$ cat config.mk
export PLATFORM = sky130hd
export DESIGN_NAME = cog_vid_sched
export DESIGN_NICKNAME = d
export VERILOG_FILES = /design/src/rtl/cog_vid_sched.sv
export SDC_FILE = /design/constraint.sdc
export NUM_CORES = 1
export LEC_CHECK = 0
export ABC_AREA = 1
export BUFFER_PORTS_ARGS = -buffer_cell sky130_fd_sc_hd__buf_2
export CORE_ASPECT_RATIO = 0.9
export CORE_UTILIZATION = 40
export CTS_CLUSTER_DIAMETER = 30
export DETAILED_ROUTE_END_ITERATION = 8
export PLACE_DENSITY = 0.61
export SLEW_MARGIN = 20
export SYNTH_ARGS = -nofsm -noshare
export SYNTH_HDL_FRONTEND = slang
export SYNTH_SLANG_ARGS = --single-unit
$ cat constraint.sdc
create_clock -name clk_cog -period 4.81 [get_ports clk_cog]
set_input_delay 0.2405 -clock clk_cog [delete_from_list [all_inputs] [get_ports clk_cog]]
set_output_delay 0.2405 -clock clk_cog [all_outputs]
set_load 0.02 [all_outputs]
$ cat src/rtl/cog_vid_sched.sv
// Cog video scheduler: queues WAITVID (pixel,color) pairs and keeps the shifter inputs
// loaded with the queue head, popping on each rising edge of the shifter capture level.
module cog_vid_sched #(
    parameter int unsigned DEPTH = 4,
    parameter int unsigned AW    = 2
) (
    input  logic          clk_cog,
    input  logic          nres,
    input  logic          ena,
    input  logic          vid_en,
    input  logic          push,
    input  logic [31:0]   push_pixel,
    input  logic [31:0]   push_color,
    input  logic          ack,
    input  logic          clr_urun,
    output logic          stall,
    output logic [31:0]   pixel,
    output logic [31:0]   color,
    output logic [AW:0]   count,
    output logic          underrun,
    output logic [15:0]   urun_cnt
);

    typedef enum logic [1:0] {StOff, StPrime, StRun} state_e;

    localparam logic [AW:0] FULL = (AW+1)'(DEPTH);

    state_e          state_q, state_d;
    logic            ack_q;
    logic [AW:0]     count_q, count_d;
    logic [AW-1:0]   wr_ptr_q, wr_ptr_d;
    logic [AW-1:0]   rd_ptr_q, rd_ptr_d;
    logic [AW-1:0]   rd_nxt;
    logic [31:0]     pixel_q, pixel_d;
    logic [31:0]     color_q, color_d;
    logic            underrun_q, underrun_d;
    logic [15:0]     urun_cnt_q, urun_cnt_d;
    logic [31:0]     pix_mem [DEPTH];
    logic [31:0]     col_mem [DEPTH];

    logic            flush;
    logic            cap_ev;
    logic            pop_now;
    logic            accept;
    logic            urun_ev;

    assign flush  = ~ena | ~vid_en;
    assign cap_ev = ack & ~ack_q;
    assign rd_nxt = rd_ptr_q + AW'(1);

    // State register
    always_ff @(posedge clk_cog or negedge nres) begin
        if (!nres) begin
            state_q <= StOff;
        end else begin
            state_q <= state_d;
        end
    end

    // Next-state logic
    always_comb begin
        state_d = state_q;
        unique case (state_q)
            StOff:   if (!flush) state_d = StPrime;
            StPrime: begin
                if (flush)       state_d = StOff;
                else if (accept) state_d = StRun;
            end
            StRun:   if (flush) state_d = StOff;
            default: state_d = StOff;
        endcase
    end

    // Control outputs; capture edges are ignored until the first entry is queued
    always_comb begin
        pop_now = (state_q == StRun) & cap_ev & (count_q != '0);
        urun_ev = (state_q == StRun) & cap_ev & (count_q == '0);
        accept  = push & (state_q != StOff) & ((count_q != FULL) | pop_now);
        stall   = push & (state_q != StOff) & (count_q == FULL) & ~pop_now;
    end

    // Queue bookkeeping and head register load
    always_comb begin
        count_d    = count_q;
        wr_ptr_d   = wr_ptr_q;
        rd_ptr_d   = rd_ptr_q;
        pixel_d    = pixel_q;
        color_d    = color_q;
        underrun_d = urun_ev;
        urun_cnt_d = urun_cnt_q;

        if (flush) begin
            count_d  = '0;
            wr_ptr_d = '0;
            rd_ptr_d = '0;
        end else begin
            if (accept)  wr_ptr_d = wr_ptr_q + AW'(1);
            if (pop_now) rd_ptr_d = rd_nxt;
            if (accept && !pop_now)      count_d = count_q + (AW+1)'(1);
            else if (!accept && pop_now) count_d = count_q - (AW+1)'(1);

            // The pushed entry becomes head when the queue is (or is about to be) empty
            if (accept && ((count_q == '0) || (pop_now && count_q == (AW+1)'(1)))) begin
                pixel_d = push_pixel;
                color_d = push_color;
            end else if (pop_now && count_q > (AW+1)'(1)) begin
                pixel_d = pix_mem[rd_nxt];
                color_d = col_mem[rd_nxt];
            end
        end

        if (clr_urun)                           urun_cnt_d = '0;
        else if (urun_ev && urun_cnt_q != '1)   urun_cnt_d = urun_cnt_q + 16'd1;
    end

    always_ff @(posedge clk_cog or negedge nres) begin
        if (!nres) begin
            ack_q      <= 1'b0;
            count_q    <= '0;
            wr_ptr_q   <= '0;
            rd_ptr_q   <= '0;
            pixel_q    <= '0;
            color_q    <= '0;
            underrun_q <= 1'b0;
            urun_cnt_q <= '0;
        end else begin
            ack_q      <= ack;
            count_q    <= count_d;
            wr_ptr_q   <= wr_ptr_d;
            rd_ptr_q   <= rd_ptr_d;
            pixel_q    <= pixel_d;
            color_q    <= color_d;
            underrun_q <= underrun_d;
            urun_cnt_q <= urun_cnt_d;
        end
    end

    always_ff @(posedge clk_cog) begin
        if (accept && !flush) begin
            pix_mem[wr_ptr_q] <= push_pixel;
            col_mem[wr_ptr_q] <= push_color;
        end
    end

    assign pixel    = pixel_q;
    assign color    = color_q;
    assign count    = count_q;
    assign underrun = underrun_q;
    assign urun_cnt = urun_cnt_q;

endmodule

==> results.json <==
{
  "outcome": "finished, final reports clean",
  "cts_tree": "built",
  "cpMostUsedCell": "nand2_1",
  "grt_pass1_vias": 10900,
  "ys_types": 26,
  "synth.most_common_cell": "nand2_1",
  "drt-initial-drc-count": 610,
  "antenna_found_initial": 3,
  "via_per_inst": 4.89,
  "worstSetupPathDepth": 11,
  "clkTransAtPathRegs_ps": 50,
  "multi_input_area_sq_mm": 0.00432,
  "syn_to_final_growth_pct": 31.5,
  "critPathTopFamily": "simple AND/OR/NAND/NOR gates",
  "hold_depth": 3,
  "grtUsageTotal_pct": 20.4,
  "groute.layer.met1.usage_pct": 27.1,
  "finalNonFillerCells": 2241,
  "avgSynthCellArea_sq_um": 10.1,
  "drc": 0,
  "drt_wl_total_um": 37200,
  "setup_viol": 0,
  "sw_frac_of_total_pct": 25.4,
  "hold_start": "vid_en",
  "hold_ws_ps": 52.2,
  "skew_ps": 30.0,
  "dieArea_sq_mm": 0.0374,
  "seq_area_frac_synth_pct": 67.9,
  "utilization_pct": 53.3,
  "fillers": 3209,
  "avgRoutedWirePerCell_um": 16.6,
  "nets": 1776,
  "endpoint_kind": "register",
  "core_region_area_sq_mm": 0.0362,
  "setup_tns_ps": 0,
  "r2r_start": "count[0]",
  "path_cells": "inv_1, ha_1, nand2_1, inv_1, a21oi_4, nand2_4, nand2_1, nand2_2, buf_4, nand2_1, nand2_1",
  "first_pass_iters": 7,
  "fmax_ghz": 0.316,
  "tightest_slew_ps": 1060,
  "crit_fanout": 66,
  "combPwrFrac_pct": 8.2,
  "p_sw_mw": 2.43,
  "netlist_instances": 1455,
  "power.total_mw": 9.58,
  "use_met3_pct": 4.56,
  "worstPathRequired_ps": 5340,
  "path_buf_inv": 3,
  "critPathSlowestCell": "nand2_4",
  "drive_above_1_share_pct": 18.4,
  "power_frac_seq_pct": 36.5,
  "timing.rr.end": "pixel[1]",
  "grt-ovfl-total": 0,
  "die_h_um": 184,
  "critPathKind": "reg2reg",
  "rows": 66,
  "vias": 11000,
  "syn_area_sq_mm": 0.0147,
  "cts-root-buf": "clkbuf_16",
  "place_inst": 2025,
  "cts.sinks": 347,
  "synth_edf_count": 256,
  "htree_num_levels": 3,
  "busiest_layer": "met2",
  "grt_use_met2_pct": 32.7,
  "synth_nets": 1535,
  "cts_made_buffers": 79,
  "synthTopCellsByCount": "nand2_1, edfxtp_1, nand3_1",
  "power_leakage_nw": 8.60,
  "clk_latency_ps": 600,
  "min_period_ps": 3160,
  "rr_worst_depth": 11,
  "holdPathEnd": "state_q[1]",
  "synth_top_area_share_pct": 52.4,
  "seqCellArea_sq_mm": 0.00996,
  "grt_pass1_wl_um": 59400,
  "p_int_mw": 7.15,
  "hp-class": "in2reg",
  "min_period_over_period_pct": 65.7,
  "critPathMaxStageDelay_ps": 700,
  "yosys-top-cells-area": "edfxtp_1, nand2_1, dfrtp_1",
  "peakVddDrop_uv": 328,
  "hold_viol_final": 0,
  "synth_top_flop_cell": "edfxtp_1",
  "maxSlewViolCount": 0,
  "dpl.hpwl_um": 19700,
  "die_w_um": 204,
  "rsz0062_at_grt": "no",
  "ff2ff_setup_slack_ps": 1650,
  "critPathArrivalTime_ps": 3690,
  "initial_utilization_pct": 40.6,
  "grt_max_degree": 79,
  "synth_seq_cells": 347,
  "async_reset_ff_share_pct": 26.2,
  "clockPowerShare_pct": 55.3,
  "slew_headroom_pct": 29.3,
  "place_congestion": 0.790,
  "clock_path_buffers": 3,
  "place.port_buffers": 155,
  "ios": 156,
  "drv_cap": 0,
  "power-per-cell-area_mw_per_mm2": 497,
  "ant_nets": 0,
  "startpoint_type": "register",
  "ys_warn_count": 0,
  "yosys.area.top_type": "edfxtp_1"
}
[metrics by stage]
stage | setup WS [ps] | instance area, sq um
2_1_floorplan | -8.32 | 14700
3_3_place_gp | 1690 | 15900
3_5_place_dp | 1610 | 15900
4_1_cts | 1610 | 19300
5_1_grt | 1320 | 19300
6_report | 1650 | 19300
[placed cells by master (no fill, tap or decap), drive strengths merged]
cell type,instances
a21oi,3
buf,170
bufinv,4
clkbuf,100
clkinv,19
clkinvlp,5
dfrtp,91
diode,3
dlygate4sd3,66
edfxtp,256
ha,9
inv,50
nand2,693
nand3,202
nand3b,2
nand4,8
nor2,31
nor3,1
o21ai,37
o21bai,3
xnor2,2
xor2,10
[cell type report]
| cell class | instances | area share (%) |
|---|---|---|
| Multi-Input combinational cell | 1001 | 22.4 |
| Clock inverter | 47 | 2.67 |
| Timing Repair Buffer | 236 | 8.17 |
| Clock buffer | 100 | 11.3 |
| Tap cell | 476 | 3.09 |
| Inverter | 31 | 0.629 |
| Sequential cell | 347 | 51.7 |
| Antenna cell | 3 | 0.0389 |
[cells by family (layout without fill, tap and decap cells)]
group                      Yosys count  after routing  synth area share, %
other                                0              3                    0
and+or+nand+nor                    937            937                 26.0
buffers and inverters              107            414                 2.97
xor gates and xnor gates            12             12                0.716
DFF                                347            347                 67.9
AOI/OAI and AO/OA                   43             43                 1.67
adders and majority gates            9              9                0.768
[flip-flops by register name (all words and copies together) (netlist names)]
register and flops:
count 3, pixel 32, ack_q 1, color 32, pix_mem 128, wr_ptr_q 2
state_q 2, rd_ptr_q 2, col_mem 128, underrun 1, urun_cnt 16
[tightest hold or removal path: stages]
cell	delay (ps)
buf_2	90
nand2_1	180
a21oi_1	60
[timing repair]
item,CTS,global route
resized for setup,0,0
hold endpoints to repair,311,0
hold buffers,66,0
buffers inserted,0,0
[power groups by stage]
stage	clock, mW	sequential (mW)	combinational (mW)
2_1_floorplan	0	3.73	0.225
3_3_place_gp	0	3.55	0.737
3_5_place_dp	0	3.55	0.750
4_1_cts	5.38	3.50	0.797
5_1_grt	5.54	3.51	0.864
6_report	5.30	3.50	0.790
[worst max path at each step]
stage / startpoint / end / slack [ps]
finish: count[0] / pixel[1] / 1650
global route: count[0] / pixel[3] / 1320
CTS: count[0] / pixel[6] / 1610
detailed placement: count[0] / pixel[6] / 1610
global placement: count[0] / pixel[7] / 1690
floorplan: count[0] / col_mem[0][0] / -8
[metal layers]
| layer | vias up | routed length, um |
|---|---|---|
| met5 | - | 0 |
| met3 | 61 | 2190 |
| li1 | 5369 | - |
| met2 | 327 | 17300 |
| met4 | 0 | 842 |
| met1 | 5210 | 16800 |
Power figures use the tool's default switching activity.
